`config.mk`:
```
export PLATFORM = sky130hd
export DESIGN_NAME = ctrl_layer_seq_flat
export DESIGN_NICKNAME = d
export VERILOG_FILES = /design/src/rtl/ctrl_layer_seq_if.sv /design/src/rtl/ctrl_layer_seq.sv /design/src/flat_wrapper.sv
export SDC_FILE = /design/constraint.sdc
export NUM_CORES = 1
export LEC_CHECK = 0
export ABC_AREA = 1
export CAP_MARGIN = 15
export CORE_MARGIN = 1.5
export CORE_UTILIZATION = 25
export CTS_CLUSTER_DIAMETER = 150
export CTS_CLUSTER_SIZE = 24
export DETAILED_ROUTE_END_ITERATION = 16
export HOLD_SLACK_MARGIN = 0.15
export PLACE_DENSITY = 0.41
export SYNTH_ARGS = -nofsm -noshare
export SYNTH_HDL_FRONTEND = slang
export SYNTH_SLANG_ARGS = --single-unit
```
`constraint.sdc`:
```
create_clock -name clk -period 3.7 [get_ports clk]
set_clock_uncertainty 0.05 [all_clocks]
set_input_delay 0.74 -clock clk [delete_from_list [all_inputs] [get_ports clk]]
set_output_delay 0.74 -clock clk [all_outputs]
set_load 0.1 [all_outputs]
```
`src/rtl/ctrl_layer_seq_if.sv`:
```
// Bundles the config bus, run control, counter hookup and write-back handshake
// of the layer sequencer. The slave modport is the sequencer's view of it.
interface ctrl_layer_seq_if #(
    parameter int MNO = 288,
    parameter int NL  = 8
);
    localparam int MW = $clog2(MNO);
    localparam int AW = $clog2(NL);
    localparam int LW = AW + 1;

    logic          cfg_we;
    logic [AW-1:0] cfg_addr;
    logic [MW-1:0] cfg_data;
    logic [LW-1:0] num_layers;
    logic          start;
    logic          abort;
    logic          done_ac3;
    logic          last_fil;
    logic          wb_ack;
    logic          cnt_load;
    logic          cnt_clear;
    logic [MW-1:0] max_val;
    logic [AW-1:0] layer_idx;
    logic          layer_start;
    logic          wb_req;
    logic          busy;
    logic          all_done;
    logic          seq_err;

    modport master (
        output cfg_we, cfg_addr, cfg_data, num_layers, start, abort,
               done_ac3, last_fil, wb_ack,
        input  cnt_load, cnt_clear, max_val, layer_idx, layer_start,
               wb_req, busy, all_done, seq_err
    );

    modport slave (
        input  cfg_we, cfg_addr, cfg_data, num_layers, start, abort,
               done_ac3, last_fil, wb_ack,
        output cnt_load, cnt_clear, max_val, layer_idx, layer_start,
               wb_req, busy, all_done, seq_err
    );
endinterface

```
`src/rtl/ctrl_layer_seq.sv`:
```
// Layer sequencer: walks a per-layer table of volume counts, programs the
// volume counter for each layer and handshakes the write-back between layers.
module ctrl_layer_seq #(
    parameter int MNO = 288,
    parameter int NL  = 8
) (
    input  logic             clk,
    input  logic             rst,
    ctrl_layer_seq_if.slave  bus
);
    // state  | meaning
    // IDLE   | waiting for start; table writable
    // LOAD   | max_val <= table[layer_idx], cnt_load pulse
    // CLEAR  | cnt_clear + layer_start pulse, last_seen cleared
    // RUN    | counter running, waiting for done_ac3
    // WB     | wb_req held until wb_ack
    // NEXT   | advance layer or finish
    // FIN    | all_done pulse

    localparam int MW = $clog2(MNO);
    localparam int AW = $clog2(NL);
    localparam int LW = AW + 1;

    typedef enum logic [2:0] {
        S_IDLE,
        S_LOAD,
        S_CLEAR,
        S_RUN,
        S_WB,
        S_NEXT,
        S_FIN
    } state_t;

    state_t        state, state_nxt;
    logic [AW-1:0] layer_idx, layer_idx_nxt;
    logic [MW-1:0] max_val, max_val_nxt;
    logic [LW-1:0] nl_lat, nl_lat_nxt;
    logic          last_seen, last_seen_nxt;
    logic          seq_err, seq_err_nxt;
    logic          clr_pend, clr_pend_nxt;
    logic [MW-1:0] tbl [NL];

    always_ff @(posedge clk) begin
        if (rst) begin
            state     <= S_IDLE;
            layer_idx <= '0;
            max_val   <= '0;
            nl_lat    <= '0;
            last_seen <= 1'b0;
            seq_err   <= 1'b0;
            clr_pend  <= 1'b0;
        end else begin
            state     <= state_nxt;
            layer_idx <= layer_idx_nxt;
            max_val   <= max_val_nxt;
            nl_lat    <= nl_lat_nxt;
            last_seen <= last_seen_nxt;
            seq_err   <= seq_err_nxt;
            clr_pend  <= clr_pend_nxt;
        end
    end

    // Table is writable only while idle so a running layer never sees a change.
    always_ff @(posedge clk) begin
        if (rst) begin
            for (int i = 0; i < NL; i++) tbl[i] <= '0;
        end else if (bus.cfg_we && state == S_IDLE) begin
            tbl[bus.cfg_addr] <= bus.cfg_data;
        end
    end

    always_comb begin
        state_nxt     = state;
        layer_idx_nxt = layer_idx;
        max_val_nxt   = max_val;
        nl_lat_nxt    = nl_lat;
        last_seen_nxt = last_seen;
        seq_err_nxt   = seq_err;
        clr_pend_nxt  = 1'b0;

        if (bus.abort && state != S_IDLE) begin
            state_nxt    = S_IDLE;
            clr_pend_nxt = 1'b1;
        end else begin
            case (state)
                S_IDLE: begin
                    if (bus.start) begin
                        if (bus.num_layers == '0) begin
                            seq_err_nxt = 1'b0;
                            state_nxt   = S_FIN;
                        end else if (bus.num_layers > LW'(NL)) begin
                            seq_err_nxt = 1'b1;
                        end else begin
                            seq_err_nxt   = 1'b0;
                            nl_lat_nxt    = bus.num_layers;
                            layer_idx_nxt = '0;
                            state_nxt     = S_LOAD;
                        end
                    end
                end
                S_LOAD: begin
                    max_val_nxt = tbl[layer_idx];
                    state_nxt   = S_CLEAR;
                end
                S_CLEAR: begin
                    last_seen_nxt = 1'b0;
                    state_nxt     = S_RUN;
                end
                S_RUN: begin
                    if (bus.last_fil) last_seen_nxt = 1'b1;
                    if (bus.done_ac3) begin
                        // done without a preceding last_fil means the counter skipped a step
                        if (bus.last_fil || (!last_seen && max_val >= MW'(2)))
                            seq_err_nxt = 1'b1;
                        state_nxt = S_WB;
                    end
                end
                S_WB: begin
                    if (bus.wb_ack) state_nxt = S_NEXT;
                end
                S_NEXT: begin
                    if ({1'b0, layer_idx} == nl_lat - LW'(1)) begin
                        state_nxt = S_FIN;
                    end else begin
                        layer_idx_nxt = layer_idx + AW'(1);
                        state_nxt     = S_LOAD;
                    end
                end
                S_FIN: state_nxt = S_IDLE;
                default: state_nxt = S_IDLE;
            endcase
        end
    end

    assign bus.cnt_load    = (state == S_LOAD);
    assign bus.cnt_clear   = (state == S_CLEAR) || clr_pend;
    assign bus.layer_start = (state == S_CLEAR);
    assign bus.wb_req      = (state == S_WB);
    assign bus.busy        = (state != S_IDLE);
    assign bus.all_done    = (state == S_FIN);
    assign bus.max_val     = max_val;
    assign bus.layer_idx   = layer_idx;
    assign bus.seq_err     = seq_err;
endmodule

```
`src/flat_wrapper.sv`:
```
// flat-port wrapper written by rule: the top's interface ports become plain ports
module ctrl_layer_seq_flat 
#(
    parameter int MNO = 288,
    parameter int NL  = 8
)
  (clk, rst, bus_cfg_we, bus_cfg_addr, bus_cfg_data, bus_num_layers, bus_start, bus_abort, bus_done_ac3, bus_last_fil, bus_wb_ack, bus_cnt_load, bus_cnt_clear, bus_max_val, bus_layer_idx, bus_layer_start, bus_wb_req, bus_busy, bus_all_done, bus_seq_err);
  ctrl_layer_seq_if #(.MNO(MNO), .NL(NL)) bus_i ();
  input  logic clk;
  input  logic rst;
  input wire logic [$bits(bus_i.cfg_we)-1:0] bus_cfg_we;
  input wire logic [$bits(bus_i.cfg_addr)-1:0] bus_cfg_addr;
  input wire logic [$bits(bus_i.cfg_data)-1:0] bus_cfg_data;
  input wire logic [$bits(bus_i.num_layers)-1:0] bus_num_layers;
  input wire logic [$bits(bus_i.start)-1:0] bus_start;
  input wire logic [$bits(bus_i.abort)-1:0] bus_abort;
  input wire logic [$bits(bus_i.done_ac3)-1:0] bus_done_ac3;
  input wire logic [$bits(bus_i.last_fil)-1:0] bus_last_fil;
  input wire logic [$bits(bus_i.wb_ack)-1:0] bus_wb_ack;
  output wire logic [$bits(bus_i.cnt_load)-1:0] bus_cnt_load;
  output wire logic [$bits(bus_i.cnt_clear)-1:0] bus_cnt_clear;
  output wire logic [$bits(bus_i.max_val)-1:0] bus_max_val;
  output wire logic [$bits(bus_i.layer_idx)-1:0] bus_layer_idx;
  output wire logic [$bits(bus_i.layer_start)-1:0] bus_layer_start;
  output wire logic [$bits(bus_i.wb_req)-1:0] bus_wb_req;
  output wire logic [$bits(bus_i.busy)-1:0] bus_busy;
  output wire logic [$bits(bus_i.all_done)-1:0] bus_all_done;
  output wire logic [$bits(bus_i.seq_err)-1:0] bus_seq_err;
  assign bus_i.cfg_we = bus_cfg_we;
  assign bus_i.cfg_addr = bus_cfg_addr;
  assign bus_i.cfg_data = bus_cfg_data;
  assign bus_i.num_layers = bus_num_layers;
  assign bus_i.start = bus_start;
  assign bus_i.abort = bus_abort;
  assign bus_i.done_ac3 = bus_done_ac3;
  assign bus_i.last_fil = bus_last_fil;
  assign bus_i.wb_ack = bus_wb_ack;
  assign bus_cnt_load = bus_i.cnt_load;
  assign bus_cnt_clear = bus_i.cnt_clear;
  assign bus_max_val = bus_i.max_val;
  assign bus_layer_idx = bus_i.layer_idx;
  assign bus_layer_start = bus_i.layer_start;
  assign bus_wb_req = bus_i.wb_req;
  assign bus_busy = bus_i.busy;
  assign bus_all_done = bus_i.all_done;
  assign bus_seq_err = bus_i.seq_err;
  ctrl_layer_seq #(.MNO(MNO), .NL(NL)) u_core (.clk(clk), .rst(rst), .bus(bus_i));
endmodule
```
==> flow_metrics.tcl, run 1 <==
set metrics [dict create \
    holdBufCountCts 0 \
    fp.dieW_microns 136 \
    dieArea_sq_um 18600 \
    synth_edf_count 72 \
    p_comb_frac 0.133 \
    ys_seq_elements 94 \
    diodes 0 \
    layout-drive-gt1-share 0.105 \
    clock_power_share 0.391 \
    yosysWarnings 0 \
    start_util 0.257 \
    yosysMostFrequentCell "nor2_1" \
    grt-ovfl-total 0 \
    netlist_instances 488 \
    post_synth_num_cell_types 30 \
    cp_max_fo 3 \
    grt_first_pass_wirelength_microns 19100 \
    antenna_left 0 \
    outcome "complete, no violations" \
    fmax_mhz 372 \
    antenna_found_initial 0 \
    max_cap_violations 0 \
    fin_nets 556 \
    path_delay_family "buffers and inverters" \
    post_cts_buffers 0 \
    cts_tree "built" \
    clock-sinks 94 \
    synth_top_area_share 0.486 \
    switching_share 0.263 \
    die_h_microns 136 \
    drc 0 \
    synth.largest_area_cell "edfxtp_1" \
    critPathRequiredTime_ns 2.91 \
    syn_area_sq_um 4450 \
    grt_max_degree 41 \
    fin_crit_sh 0.727 \
    timing.setup.tns_ns 0 \
    cts_buffers 9 \
    cts_root_buf "clkbuf_16" \
    grt_usage 0.142 \
    syn_area_per_cell_sq_um 9.13 \
    cp.arrival_ns 1.90 \
    p_switching_uw 668 \
    wl_per_cell_microns 16.4 \
    totalWireLength_microns 12500 \
    yosysSeqAreaShare 0.584 \
    clk_path_buf_depth 2 \
    yosys-top-cells-count "nor2_1, edfxtp_1, nand2_1" \
    cts_resized 0 \
    avgViaCountPerCell 4.49 \
    power_frac_seq 0.475 \
    vias 3412 \
    leakagePower_uw 0.00218 \
    maxSlewViolCount 0 \
    cpPeakStageDelay_ns 1.16 \
    post-route-min-period_ns 2.69 \
    ys.flop_type "edfxtp_1" \
    numPortBuffers 42 \
    path_cells "clkdlybuf4s50_1" \
    startpoint_type "register" \
    path_class "reg -> out" \
    power_density_nw_per_um2 467 \
    p_int_uw 1870 \
    hpwl_microns 8950 \
    grt_pass1_vias 3460 \
    slew_headroom 0.325 \
    syn2layout_area_growth_pct 22.2 \
    cts-htree-levels 3 \
    slowest_stage "clkdlybuf4s50_1" \
    clk_latency_ns 0.35 \
    ir_worst_vdd_uv 273 \
    synth_nets 514 \
    crit_buf_inv 1 \
    n_fill_cell 1823 \
    worstHoldPathType "reg -> reg" \
    rows 48 \
    setup_viol 0 \
    rsz0062_at_grt "no" \
    hold_viol_final 0 \
    drtIter0Drc 189 \
    worst_slew_pin_slew_ns 1.01 \
    worstSetupEndpointType "output pin" \
    async_reset_ff_frac 0 \
    core_sq_um 17400 \
    place_congestion 0.785 \
    pin_count 43 \
    drt_first_pass_iters 4 \
    clkTransAtPathRegs_ns 0.07 \
    synth.area.top_cells "edfxtp_1, nor2_1, dfxtp_1" \
    hold_ws_ns 0.420 \
]
==> state kept, by name (all words and copies together) (netlist names) <==
register,flops
u_core.bus.layer_idx,3
u_core.bus.max_val,9
u_core.last_seen,1
u_core.bus.seq_err,1
u_core.tbl,72
u_core.state,3
u_core.nl_lat,4
u_core.clr_pend,1
==> power by group through the flow <==
stage	Combinational [uW]	Clock, uW	Sequential, uW
after floorplan	199	0	1260
after global placement	341	0	1230
after detailed placement	340	0	1230
after CTS	341	1020	1210
after global routing	367	1060	1210
final	338	994	1210
==> placed cells by master, fill, tap and decap left out, types with 2 or more instances in the layout <==
master           Yosys  layout
nor2_1             148     148
edfxtp_1            72      72
nand2_1             53      53
o21ai_0             38      38
inv_1               33      33
clkdlybuf4s50_1      0      33
nand3_1             25      25
a21oi_1             22      22
dfxtp_1             22      22
o211ai_1            18      18
buf_4                1      13
nand2_4              9       9
clkbuf_16            0       9
nor3_1               6       5
nor2_2               4       4
nand3_2              3       3
nand2_2              3       3
inv_2                2       2
nor2_4               2       2
or2_2                2       2
nand3b_1             2       2
clkinv_1             1       2
ha_1                 2       2
clkinvlp_4           0       2
bufinv_16            0       2
==> kinds of logic after synthesis <==
family,share of synthesized area
buffers and inverters,0.0472
DFF,0.584
AOI/OAI and AO/OA,0.103
and+or+nand+nor,0.258
xor gates and xnor gates,0.00197
adders and majority gates,0.00562
==> worst paths after layout <==
kind / cells past startpoint / slack [ns] / end / start
worst max-delay path: 1 / 1.01 / bus_max_val[8] / u_core.bus.max_val[8]
worst min-delay path: 2 / 0.42 / u_core.bus.max_val[0] / u_core.bus.max_val[0]
worst max register to register: 7 / 1.65 / u_core.tbl[6][8] / u_core.state[0]
worst min register to register: 2 / 0.42 / u_core.bus.max_val[0] / u_core.bus.max_val[0]
==> through the flow <==
step                      area [sq um]  utilization  total power (uW)  cells  worst slack, ns
after global placement            5090        0.293              1570    743            0.936
after CTS                         5410        0.312              2570    759            0.995
final                             5440        0.314              2540    760             1.01
after detailed placement          5090        0.293              1570    743            0.927
after floorplan                   4460            -              1460    488            0.339
after global routing              5440        0.314              2640    760            0.970
==> final cells by class <==
cell class,count,area [sq um],area share
Timing Repair Buffer,47,455,0.0837
Inverter,36,135,0.0248
Tap cell,225,282,0.0517
Sequential cell,94,2600,0.478
Clock buffer,9,225,0.0414
Multi-Input combinational cell,342,1650,0.302
Clock inverter,7,96.3,0.0177
==> routing by layer <==
metal | track usage | wire, microns | vias to the layer above | part of all wire
li1 | - | - | 1723 | -
met1 | 0.184 | 5830 | 1596 | 0.47
met2 | 0.228 | 5840 | 85 | 0.47
met3 | 0.0403 | 623 | 8 | 0.050
met4 | 0.0461 | 171 | 0 | 0.014
met5 | 0 | 0 | - | 0
(Power assumes the default switching activity.)
==> run 2, diff against run 1 <==
==> constraint.sdc (replaced) <==
create_clock -name clk -period 2.7 [get_ports clk]
set_clock_uncertainty 0.05 [all_clocks]
set_input_delay 0.54 -clock clk [delete_from_list [all_inputs] [get_ports clk]]
set_output_delay 0.54 -clock clk [all_outputs]
set_load 0.1 [all_outputs]
==> run 2 against run 1 <==
Combinational power increased by 37%. Wire length shrank 1.6%. Critical path depth up 3. Worst hold slack improved by 0.0024 ns. Via count up 1.6%. Sequential share of layout area up 0.27 points. Flip-flop and latch count did not move. Worst setup slack got worse by 0.55 ns. Final area is 0.55% lower. Count of clock-buffer cells in the layout grew 1. Largest cell class unchanged. Sequential power grew 36%.
==> flow_metrics.tcl, run 2 (synthesis gave the netlist of run 1 again) <==
set metrics [dict create \
    fp.dieW_microns 136 \
    cts_buffers 9 \
    ir_worst_vdd_uv 312 \
    antenna_found_initial 0 \
    totalWireLength_microns 12300 \
    r2r_start "u_core.state[0]" \
    fin_crit_sh 0.830 \
    dieArea_sq_um 18600 \
    fmax_mhz 446 \
    start_util 0.257 \
    cp_max_fo 5 \
    worstSetupEndpoint "bus_cnt_clear" \
    die_h_microns 136 \
    grt-ovfl-total 0 \
    worstHoldPathType "reg -> reg" \
    diodes 0 \
    largest_reg_flops 72 \
    numPortBuffers 42 \
    drc 0 \
    outcome "complete, no violations" \
    cts_resized 0 \
    cts-htree-levels 3 \
    drt_first_pass_iters 4 \
    leakagePower_uw 0.00220 \
    fin_nets 559 \
    clk_path_buf_depth 2 \
    clk_latency_ns 0.35 \
    antenna_left 0 \
    critPathRequiredTime_ns 2.11 \
    final_cells 763 \
    grt_usage 0.137 \
    grt_first_pass_wirelength_microns 18400 \
    clock_power_share 0.368 \
    cts_root_buf "clkbuf_16" \
    vias 3466 \
    clock-sinks 94 \
    power_density_nw_per_um2 618 \
    pin_count 43 \
    post_cts_buffers 0 \
    cp.arrival_ns 1.65 \
    hold_ws_ns 0.422 \
    r2r_cells 7 \
    r2r_slack_ns 0.60 \
    hold_viol_final 0 \
    maxSlewViolCount 0 \
    syn2layout_area_growth_pct 21.5 \
    slew_headroom 0.545 \
    mostFrequentLayoutCell "nor2_1" \
    final_cell_mix "nor2_1, edfxtp_1, nand2_1, o21ai_0, inv_1" \
    hpwl_microns 8940 \
    holdBufCountCts 0 \
    timing.setup.tns_ns 0 \
    r2r_end "u_core.tbl[7][1]" \
    layout-drive-gt1-share 0.130 \
    p_int_uw 2400 \
    switching_share 0.283 \
    rsz0062_at_grt "no" \
    top_register "u_core.tbl" \
    startpoint_type "register" \
    worstSetupEndpointType "output pin" \
    grt_max_degree 41 \
    p_switching_uw 946 \
    crit_start "u_core.state[1]" \
    grt_pass1_vias 3346 \
    post-route-min-period_ns 2.24 \
    path_class "reg -> out" \
    dpl_cell_area_sq_um 5130 \
    max_cap_violations 0 \
    setup_viol 0 \
    avgViaCountPerCell 4.54 \
    wl_per_cell_microns 16.1 \
    worst_slew_pin_slew_ns 0.681 \
    stdcell_area_sq_um 5410 \
    rows 48 \
    power_frac_seq 0.494 \
    p_comb_frac 0.138 \
    place_congestion 0.806 \
    placedCellCount 747 \
    drtIter0Drc 221 \
    clkTransAtPathRegs_ns 0.07 \
    cts_tree "built" \
    reg_top3 "u_core.tbl: 72 flops, u_core.bus.max_val: 9 flops, u_core.nl_lat: 4 flops" \
    core_sq_um 17400 \
]
[run 2: stage by stage]
stage	power, uW	worst slack (ns)	utilization
floorplan	2000	-0.238	-
global placement	2150	0.333	0.295
detailed placement	2150	0.310	0.295
CTS	3370	0.433	0.312
global route	3480	0.371	0.312
finish	3350	0.460	0.312
[run 2: cell type report]
type | instances | area [sq um]
Clock buffer | 10 | 229
Clock inverter | 6 | 55.1
Fill cell | 1792 | 11900
Inverter | 36 | 135
Multi-Input combinational cell | 342 | 1650
Sequential cell | 94 | 2600
Tap cell | 225 | 282
Timing Repair Buffer | 50 | 458
[run 2: routing by layer]
metal  vias to the layer above  GRT usage  share of wire
met5                         -          0              0
met4                         0     0.0479          0.025
met3                        20     0.0403          0.055
met2                       113      0.217           0.46
met1                      1609      0.179           0.46
li1                       1724          -              -
[run 2: worst min path at each step]
stage          cells past startpoint  slack (ns)                     to                  start
6_report                           2        0.42  u_core.bus.max_val[0]  u_core.bus.max_val[0]
2_1_floorplan                      2        0.40       u_core.nl_lat[3]       u_core.nl_lat[3]
3_3_place_gp                       2        0.41     u_core.bus.seq_err     u_core.bus.seq_err
4_1_cts                            2        0.43  u_core.bus.max_val[0]  u_core.bus.max_val[0]
5_1_grt                            2        0.45  u_core.bus.max_val[0]  u_core.bus.max_val[0]
3_5_place_dp                       2        0.41     u_core.bus.seq_err     u_core.bus.seq_err
[run 2: power by group through the flow]
stage          Combinational [uW]  Sequential, uW  Clock [uW]
6_report                      462            1650        1230
3_5_place_dp                  462            1690           0
3_3_place_gp                  460            1690           0
4_1_cts                       464            1650        1260
5_1_grt                       498            1660        1320
2_1_floorplan                 272            1730           0
[run 2: critical path: stages, from the launching register on]
cell	delay, ns
dfxtp_1	0.36
inv_1	0.11
nor3_2	0.35
or2_2	0.19
buf_4	0.28
==> run 3, diff against run 2 <==
==> constraint.sdc (replaced) <==
create_clock -name clk -period 2.2 [get_ports clk]
set_clock_uncertainty 0.05 [all_clocks]
set_input_delay 0.44 -clock clk [delete_from_list [all_inputs] [get_ports clk]]
set_output_delay 0.44 -clock clk [all_outputs]
set_load 0.1 [all_outputs]
==> run 3 against run 2 <==
Flip-flop and latch count unchanged. Worst setup slack got worse by 0.25 ns. Final area increased by 6.2%. Count of clock-buffer cells in the layout unchanged. Worst hold slack improved by 0.0025 ns. Wire length increased by 1.2%. Largest cell class unchanged.
==> flow_metrics.tcl, run 3 (synthesis gave the netlist of run 1 again) <==
set metrics [dict create \
    hold_viol_final 0 \
    core_sq_um 17400 \
    critPathRequiredTime_ns 2.17 \
    reg_top3 "u_core.tbl: 72 flops, u_core.bus.max_val: 9 flops, u_core.nl_lat: 4 flops" \
    cts_root_buf "clkbuf_16" \
    wl_per_cell_microns 15.9 \
    clkTransAtPathRegs_ns 0.07 \
    maxSlewViolCount 0 \
    cts-htree-levels 3 \
    post-route-util 0.331 \
    worstSetupEndpointType "register" \
    cts_buffers 9 \
    drt-met1-wl_microns 6040 \
    numPortBuffers 42 \
    diodes 0 \
    fin_nets 576 \
    max_cap_violations 0 \
    clk_latency_ns 0.35 \
    cp.arrival_ns 1.96 \
    r2r_start "u_core.state[0]" \
    rows 48 \
    ir_worst_vdd_uv 376 \
    final_cell_mix "nor2_1, edfxtp_1, nand2_1, o21ai_0, inv_1" \
    startpoint_type "register" \
    largest_reg_flops 72 \
    dieArea_sq_um 18600 \
    dr_wl_met2_microns 5600 \
    outcome "complete, no violations" \
    rsz0062_at_grt "no" \
    avgViaCountPerCell 4.47 \
    holdBufCountCts 0 \
    cp_max_fo 9 \
    hpwl_microns 8730 \
    fp.dieW_microns 136 \
    post-route-min-period_ns 1.99 \
    grt_first_pass_wirelength_microns 19600 \
    drt_first_pass_iters 4 \
    stdcell_area_sq_um 5740 \
    antenna_found_initial 0 \
    worst_slew_pin_slew_ns 0.487 \
    syn2layout_area_growth_pct 29.0 \
    fmax_mhz 502 \
    cts_tree "built" \
    path_class "reg -> reg" \
    post_cts_buffers 0 \
    pin_count 43 \
    cts_resized 0 \
    drtIter0Drc 146 \
    dr_wl_met3_microns 601 \
    clock-sinks 94 \
    crit_start "u_core.state[0]" \
    slew_headroom 0.675 \
    leakagePower_uw 0.00234 \
    min_from "u_core.bus.max_val[0]" \
    die_h_microns 136 \
    grt_max_degree 41 \
    setup_viol 0 \
    worstHoldPathType "reg -> reg" \
    mostFrequentLayoutCell "nor2_1" \
    fin_crit_sh 0.906 \
    antenna_left 0 \
    start_util 0.257 \
    top_register "u_core.tbl" \
    p_total_uw 4350 \
    grt-ovfl-total 0 \
    grt_pass1_vias 3536 \
    layout-drive-gt1-share 0.157 \
    power_density_nw_per_um2 757 \
    clk_path_buf_depth 2 \
    vias 3488 \
    totalWireLength_microns 12400 \
    place_congestion 0.783 \
    grt_usage 0.143 \
    dpl_cell_area_sq_um 5420 \
    highest_layer "met4" \
    drc 0 \
]
run 3: cell types whose count changed in the layout (fill, tap and decap cells not counted), sizes merged:
cell and change:
clkinv +2, buf +17, inv -4, bufinv +2
run 3: cell type report:
| cell class | count | area [sq um] |
|---|---|---|
| clock buffers | 10 | 229 |
| multi-input cells | 342 | 1660 |
| repair buffers | 67 | 748 |
| well taps | 225 | 282 |
| flip-flops and latches | 94 | 2600 |
| fillers | 1804 | 11600 |
| inverters | 36 | 135 |
| clock inverters | 6 | 91.3 |
run 3: per-stage QoR:
stage                     hold slack, ns  cells  setup WS (ns)  TNS, ns
final                              0.425    780          0.206        0
after global routing               0.459    780         0.0932        0
after CTS                          0.428    780          0.183        0
after detailed placement           0.418    764       -0.00902   -0.109
after global placement             0.415    764         0.0224        0
after floorplan                    0.398    488         -0.142   -0.187
run 3: routing by layer:
layer / vias to the layer above / global-route usage
li1: 1764 / -
met1: 1637 / 0.191
met2: 78 / 0.230
met3: 9 / 0.0373
met4: 0 / 0.0372
met5: - / 0
run 3: where the power goes:
| group | switching, uW | internal [uW] |
|---|---|---|
| clock | 681 | 1000 |
| sequential | 38.1 | 1990 |
| combinational | 420 | 210 |
| total | 1140 | 3210 |
run 3: path summary, 6_finish.rpt:
kind	to	slack (ns)	cells after the start
hold / removal	u_core.bus.max_val[0]	0.42	2
setup / recovery	u_core.tbl[0][1]	0.21	7
setup reg to reg	u_core.tbl[0][1]	0.21	7
hold reg to reg	u_core.bus.max_val[0]	0.42	2
run 3: critical path, cell delays in order, from the launching register on:
cell,delay [ns]
dfxtp_1,0.39
nor2_2,0.20
nand2_4,0.12
inv_2,0.10
nand3_2,0.16
nor2_4,0.29
nand2_4,0.06
nand2_1,0.29
